`config.mk`:
```
export PLATFORM = sky130hd
export DESIGN_NAME = mem_access_unit
export DESIGN_NICKNAME = d
export VERILOG_FILES = /design/src/rtl/mem_access_unit.sv
export SDC_FILE = /design/constraint.sdc
export NUM_CORES = 1
export LEC_CHECK = 0
export BUFFER_PORTS_ARGS = -buffer_cell sky130_fd_sc_hd__buf_4
export CAP_MARGIN = 20
export CORE_MARGIN = 3
export CORE_UTILIZATION = 45
export DETAILED_ROUTE_END_ITERATION = 8
export GPL_ROUTABILITY_DRIVEN = 1
export GPL_TIMING_DRIVEN = 0
export MAX_ROUTING_LAYER = met4
export PLACE_DENSITY = 0.8
export SLEW_MARGIN = 20
export SYNTH_ARGS = -nofsm -noshare
export SYNTH_HDL_FRONTEND = slang
export SYNTH_SLANG_ARGS = --single-unit
```
`constraint.sdc`:
```
create_clock -name CLK -period 2.2 [get_ports CLK]
set_input_delay 0.44 -clock CLK [delete_from_list [all_inputs] [get_ports CLK]]
set_output_delay 0.44 -clock CLK [all_outputs]
set_load 0.02 [all_outputs]
```
`src/rtl/mem_access_unit.sv`:
```
// Load/store sequencer for a 16-bit big-endian data memory with a handshake front end.
// Optional macro MEM_ACCESS_RO_GUARD_EN rejects stores touching bytes 0x4E..0x50.
module mem_access_unit #(
  parameter int unsigned ADDR_W = 8,
  parameter int unsigned DATA_W = 16
) (
  input  logic              CLK,
  input  logic              RST_N,
  input  logic              req_valid,
  output logic              req_ready,
  input  logic              req_write,
  input  logic [ADDR_W-1:0] req_addr,
  input  logic [DATA_W-1:0] req_wdata,
  output logic              resp_valid,
  input  logic              resp_ready,
  output logic [DATA_W-1:0] resp_rdata,
  output logic              resp_err,
  output logic [ADDR_W-1:0] mem_address,
  output logic              mem_read_en,
  output logic              mem_write_en,
  output logic [DATA_W-1:0] mem_wdata,
  input  logic [DATA_W-1:0] mem_rdata,
  output logic [7:0]        err_count
);

  typedef enum logic [1:0] {IDLE, ISSUE, RESP} state_t;

  state_t state;
  logic   write_q;
  logic   illegal_c;

  // The second byte of a word at the top address would wrap to zero.
  always_comb begin
    illegal_c = (req_addr == {ADDR_W{1'b1}});
`ifdef MEM_ACCESS_RO_GUARD_EN
    if (req_write && (req_addr >= ADDR_W'(32'h4D)) && (req_addr <= ADDR_W'(32'h50)))
      illegal_c = 1'b1;
`endif
  end

  always_ff @(posedge CLK or negedge RST_N) begin
    if (!RST_N) begin
      state        <= IDLE;
      req_ready    <= 1'b1;
      write_q      <= 1'b0;
      resp_valid   <= 1'b0;
      resp_err     <= 1'b0;
      resp_rdata   <= '0;
      mem_address  <= '0;
      mem_wdata    <= '0;
      mem_read_en  <= 1'b0;
      mem_write_en <= 1'b0;
      err_count    <= 8'd0;
    end else begin
      case (state)
        IDLE: begin
          if (req_valid) begin
            req_ready   <= 1'b0;
            write_q     <= req_write;
            mem_address <= req_addr;
            mem_wdata   <= req_wdata;
            resp_rdata  <= '0;
            if (illegal_c) begin
              state      <= RESP;
              resp_valid <= 1'b1;
              resp_err   <= 1'b1;
              if (err_count != 8'hFF) err_count <= err_count + 8'd1;
            end else begin
              state        <= ISSUE;
              mem_read_en  <= ~req_write;
              mem_write_en <= req_write;
            end
          end
        end
        ISSUE: begin
          mem_read_en  <= 1'b0;
          mem_write_en <= 1'b0;
          if (!write_q) resp_rdata <= mem_rdata;
          resp_valid   <= 1'b1;
          resp_err     <= 1'b0;
          state        <= RESP;
        end
        RESP: begin
          if (resp_ready) begin
            resp_valid <= 1'b0;
            resp_err   <= 1'b0;
            req_ready  <= 1'b1;
            state      <= IDLE;
          end
        end
        default: begin
          mem_read_en  <= 1'b0;
          mem_write_en <= 1'b0;
          resp_valid   <= 1'b0;
          req_ready    <= 1'b1;
          state        <= IDLE;
        end
      endcase
    end
  end

endmodule

```
==> results of run 1 <==
worst max-delay path, delay by kind of cell, from the launching register on:
| family | cells | cell delay (ns) |
|---|---|---|
| compound gates | 2 | 0.44 |
| simple gates | 1 | 0.16 |
| flops | 1 | 0.39 |
| fa+ha+maj | 1 | 0.17 |
| buf+inv | 3 | 0.58 |
layout make-up:
| type | count | area (µm²) |
|---|---|---|
| buffer | 11 | 48.8 |
| fill | 418 | 1640 |
| timing repair buffer | 97 | 728 |
| multi-input combinational | 165 | 877 |
| inverter | 20 | 75.1 |
| tap | 67 | 83.8 |
| sequential | 56 | 1400 |
| clock buffer | 8 | 90.1 |
how the worst max path moves through the flow:
stage	to	slack (ns)	cells past startpoint	start
floorplan	err_count[1]	0.41	5	err_count[0]
global placement	resp_rdata[7]	0.37	7	state[0]
detailed placement	resp_rdata[5]	0.32	7	state[1]
CTS	resp_rdata[5]	0.30	7	state[1]
global route	resp_rdata[8]	0.11	7	state[1]
finish	resp_rdata[8]	0.32	7	state[1]
registers in the layout, summed over array words and instances, names as in the netlist:
signal,cells
mem_wdata,16
resp_rdata,16
err_count,8
mem_address,8
state,2
mem_read_en,1
mem_write_en,1
req_ready,1
resp_err,1
resp_valid,1
write_q,1
kinds of logic (layout without fill, tap and decap cells):
kind of cell,count (synthesis),count (layout),share of synthesized area [%]
AO/OA/AOI/OAI,30,30,8.43
XOR/XNOR,6,6,2.19
adder cells (fa/ha/maj),4,4,2.08
buffers and inverters,31,136,5.15
flip-flops,56,56,58.4
multiplexers,1,1,0.624
AND/OR/NAND/NOR,124,124,23.2
metal layers:
metal,GRT usage (%),vias to the layer above
met5,-,-
met4,4.64,0
met3,3.85,5
met2,29.6,72
met1,24.3,983
li1,-,1024
power by group through the flow:
stage          Clock, mW  Combinational (mW)  Sequential [mW]
2_1_floorplan          0               0.762             2.19
3_3_place_gp           0                2.15             1.70
3_5_place_dp           0                2.19             1.72
4_1_cts            0.587                2.20             1.70
5_1_grt            0.626                2.38             1.75
6_report           0.563                2.17             1.70
cells in the mapped netlist (4+ instances only):
cell type | number | share of area, %
nand3_1 | 21 | 4.4
o21ai_0 | 18 | 3.7
dfrtp_1 | 55 | 57
buf_2 | 6 | 1.2
inv_1 | 20 | 3.1
ha_1 | 4 | 2.1
nand4_1 | 4 | 1.0
xnor2_1 | 6 | 2.2
clkbuf_1 | 5 | 0.78
nor2_1 | 7 | 1.1
nand2_1 | 80 | 12
==> flow_metrics.tcl, run 1 <==
set metrics [dict create \
    final_net_count 405 \
    clock_latency_ns 0.30 \
    clock_skew_ns 0.00532 \
    via_count 2084 \
    dr.pass1.iters 4 \
    wl_um 5410 \
    grt_pass1_wl_um 9090 \
    postCtsSetupBuffers 0 \
    final_common_cell "buf_4" \
    synth_edf_count 0 \
    drive_above_1_share_pct 32.8 \
    fin_util_pct 66.9 \
    power_mw 4.44 \
    r2r_start "state[1]" \
    final_cell_mix "buf_4, nand2_1, dfrtp_1" \
    cts_buffers 5 \
    final_area_um2 3310 \
    place_area_um2 3220 \
    cts_num_sinks 56 \
    comb_power_share_pct 49.0 \
    vdd_drop_max_mv 0.641 \
    antenna_cells_inserted 0 \
    crit_path_max_incr_delay_ns 0.39 \
    ctsHtreeMaxLevel 2 \
    grt_setup_unrepaired "no" \
    critPathSlowestCell "dfrtp_1" \
    area_growth_pct 37.5 \
    antenna_found_initial 0 \
    cts_hold_buffers 0 \
    drt_iter0_markers 137 \
    pwr-share-seq_pct 38.3 \
    period_share_pct 85.5 \
    tightest_slew_ns 0.691 \
    drv_slew 0 \
    r2r_end "resp_rdata[8]" \
    crit_type "reg -> reg" \
    startpoint_type "register" \
    pre_cts_ws_ns 0.321 \
    placed_cells_incl_taps 416 \
    power_density_nw_per_um2 1340 \
    final_cells 424 \
    min_period_ns 1.88 \
    highest_layer "met4" \
    met2_length_um 2520 \
    switching_share_pct 41.9 \
    ant_nets 0 \
    grt_pass1_vias 1968 \
    route.detailed.drc 0 \
    port_buffers 97 \
    path_max_fanout 10 \
    synth_seq_cells 56 \
    p_int_mw 2.58 \
    syn_area_um2 2400 \
    clk_pin_slew_worst_paths_ns 0.09 \
    start_util_pct 48.6 \
    finalWorstSetupSlack_ns 0.320 \
    end_kind "register" \
    cts_tree "done" \
    cts_resized 0 \
    rows 25 \
    power_switching_mw 1.86 \
    setup_viol 0 \
    regToRegSetupSlack_ns 0.32 \
    drt-met1-wl_um 2450 \
    status "finished, final reports clean" \
    reg2regPathDepth 7 \
    required_ns 2.37 \
    core_area_um2 4940 \
    synth.net_count 301 \
    die_h_um 79.1 \
    holdWs_ns 0.174 \
    cts_root_buf "clkbuf_8" \
    grt_max_degree 57 \
    hold_path_class "in -> async" \
    wl_per_cell_um 12.8 \
    drt-vias-per-instance 4.92 \
    ios 98 \
    p_leak_nw 1.73 \
    avgSynthCellArea_um2 9.54 \
    syn_inst 252 \
    place_hpwl_um 4040 \
    ys_types 32 \
    finalSetupTns_ns 0 \
    synthFlopType "dfrtp_1" \
    synth-async-reset-ratio_pct 100 \
    gp_congestion 0.815 \
    drv_cap 0 \
    max_freq_ghz 0.532 \
    die_w_um 79.1 \
    crit_chain "inv_1, ha_1, buf_2, nor2b_1, a211oi_2, clkbuf_1, o21ai_0" \
    hold_viol 0 \
    synth-seq-area-share_pct 58.4 \
    slew_headroom_pct 54.0 \
    track_usage_pct 18.5 \
    ctsLongestPathBuffers 2 \
    die_area_um2 6250 \
    yosysWarnings 0 \
    pwr-share-clk_pct 12.7 \
    worst_ep_arrival_time_ns 2.05 \
    wl_met3_um 401 \
    overflow 0 \
]
Note: power is estimated with default switching activity, not from simulation.
==> inputs of run 2 (changes only) <==
- SETUP_SLACK_MARGIN: not set -> 0.5
==> flow_metrics.tcl, run 2 (synthesis results as in run 1) <==
set metrics [dict create \
    period_share_pct 77.3 \
    grt_max_degree 57 \
    cpLargestDelayFamily "flip-flops" \
    setup_viol 0 \
    core_area_um2 4940 \
    critPathSlowestCell "dfrtp_2" \
    place_hpwl_um 4410 \
    cts_hold_buffers 0 \
    end_kind "register" \
    crit_type "reg -> reg" \
    max_freq_ghz 0.588 \
    die_area_um2 6250 \
    ios 98 \
    antenna_found_initial 0 \
    finalWorstSetupSlack_ns 0.498 \
    required_ns 2.40 \
    port_buffers 97 \
    die_w_um 79.1 \
    power_mw 4.68 \
    die_h_um 79.1 \
    wl_per_cell_um 13.8 \
    cts_tree "done" \
    cts_root_buf "clkbuf_8" \
    route.detailed.drc 0 \
    track_usage_pct 20.4 \
    cts_buffers 5 \
    clk_pin_slew_worst_paths_ns 0.09 \
    vdd_drop_max_mv 0.657 \
    grt_pass1_wl_um 9840 \
    area_growth_pct 44.6 \
    finalSetupTns_ns 0 \
    dr.pass1.iters 5 \
    ctsHtreeMaxLevel 2 \
    clock_latency_ns 0.30 \
    pre_cts_ws_ns 0.303 \
    clock_skew_ns 0.00586 \
    regToRegSetupSlack_ns 0.50 \
    path_max_fanout 4 \
    power_density_nw_per_um2 1350 \
    hold_viol 0 \
    tightest_slew_ns 0.688 \
    drv_cap 0 \
    critPathBufInv 1 \
    via_count 2132 \
    overflow 0 \
    wl_um 6030 \
    drt-vias-per-instance 4.88 \
    p_leak_nw 1.81 \
    n_fill_cell 414 \
    pwr-share-clk_pct 12.1 \
    startpoint_type "register" \
    power_switching_mw 1.94 \
    start_util_pct 48.6 \
    pwr-share-seq_pct 36.5 \
    drive_above_1_share_pct 38.6 \
    grt_setup_unrepaired "yes" \
    status "finished, final reports clean" \
    cts_num_sinks 56 \
    p_int_mw 2.74 \
    final_common_cell "buf_4" \
    top_regs "mem_wdata x16, resp_rdata x16" \
    hold_path_class "in -> async" \
    fin_util_pct 70.3 \
    min_period_ns 1.70 \
    final_net_count 418 \
    crit_chain "ha_4, and2_4, a311oi_4, buf_4, nand2_4, mux2_4" \
    ant_nets 0 \
    rows 25 \
    grt_pass1_vias 2126 \
    antenna_cells_inserted 0 \
    gp_congestion 0.807 \
    worst_ep_arrival_time_ns 1.90 \
    switching_share_pct 41.4 \
    ctsLongestPathBuffers 2 \
    crit_path_max_incr_delay_ns 0.46 \
    final_cell_mix "buf_4, nand2_1, dfrtp_1" \
    drv_slew 0 \
    comb_power_share_pct 51.4 \
    drt_iter0_markers 99 \
    slew_headroom_pct 54.2 \
]
## run 2: changes by cell type in the layout (fill, tap and decap cells not counted), moves of 2 or more
cell	change
ha_1	-2
clkbuf_1	-4
buf_2	-5
dfrtp_1	-2
dfrtp_2	+2
o21ai_0	-4
buf_4	+17
buf_6	+2
o21ai_1	+4
## run 2: area by class of cell
type / instances / area [µm²] / area share [%]
flip-flops and latches: 56 / 1410 / 40.4
repair buffers: 110 / 827 / 23.8
clock inverters: 1 / 7.51 / 0.216
clock buffers: 7 / 86.3 / 2.48
inverters: 20 / 75.1 / 2.16
well taps: 67 / 83.8 / 2.41
multi-input cells: 165 / 907 / 26.1
plain buffers: 11 / 83.8 / 2.41
## run 2: worst register-to-register path, cell delays in order, from the launching register on
cell and delay [ns]:
dfrtp_2 0.46, ha_4 0.17, and2_4 0.14, a311oi_4 0.32, buf_4 0.17, nand2_4 0.04, mux2_4 0.29
## run 2: metrics by stage
step	cell area, µm²	instances	hold slack (ns)
2_1_floorplan	2410	252	0.144
3_3_place_gp	3220	416	0.459
3_5_place_dp	3220	416	0.464
4_1_cts	3380	429	0.193
5_1_grt	3480	437	0.222
6_report	3480	437	0.168
## run 2: worst paths after layout
path / depth (start not counted) / to / startpoint
max reg2reg: 6 / err_count[1] / err_count[1]
max in group asynchronous: 1 / err_count[1] / RST_N
max: 6 / err_count[1] / err_count[1]
min reg2reg: 2 / mem_wdata[14] / mem_wdata[14]
min in group CLK: 3 / mem_wdata[10] / req_wdata[10]
min: 1 / err_count[6] / RST_N
## run 2: power by group through the flow
stage                     sequential [mW]  clock (mW)  combinational (mW)
final                                1.71       0.568                2.40
after global routing                 1.76       0.629                2.63
after CTS                            1.71       0.589                2.35
after detailed placement             1.72           0                2.22
after global placement               1.71           0                2.16
after floorplan                      2.19           0               0.761
## run 2: repair_timing
item	4_1_cts	5_1_grt
buffers inserted	4	8
endpoints found under the setup margin	42	44
pin swaps	2	3
gates resized for setup	12	21
cloned	1	0
endpoints found under the hold margin	0	0
## run 2: routing by layer
layer  GRT usage (%)  up-vias  routed length, µm
met5               -        -                  0
met4            7.39        0                108
met3            2.83       11                296
met2            35.1       66               3210
met1            24.6     1006               2410
li1                -     1049                  -
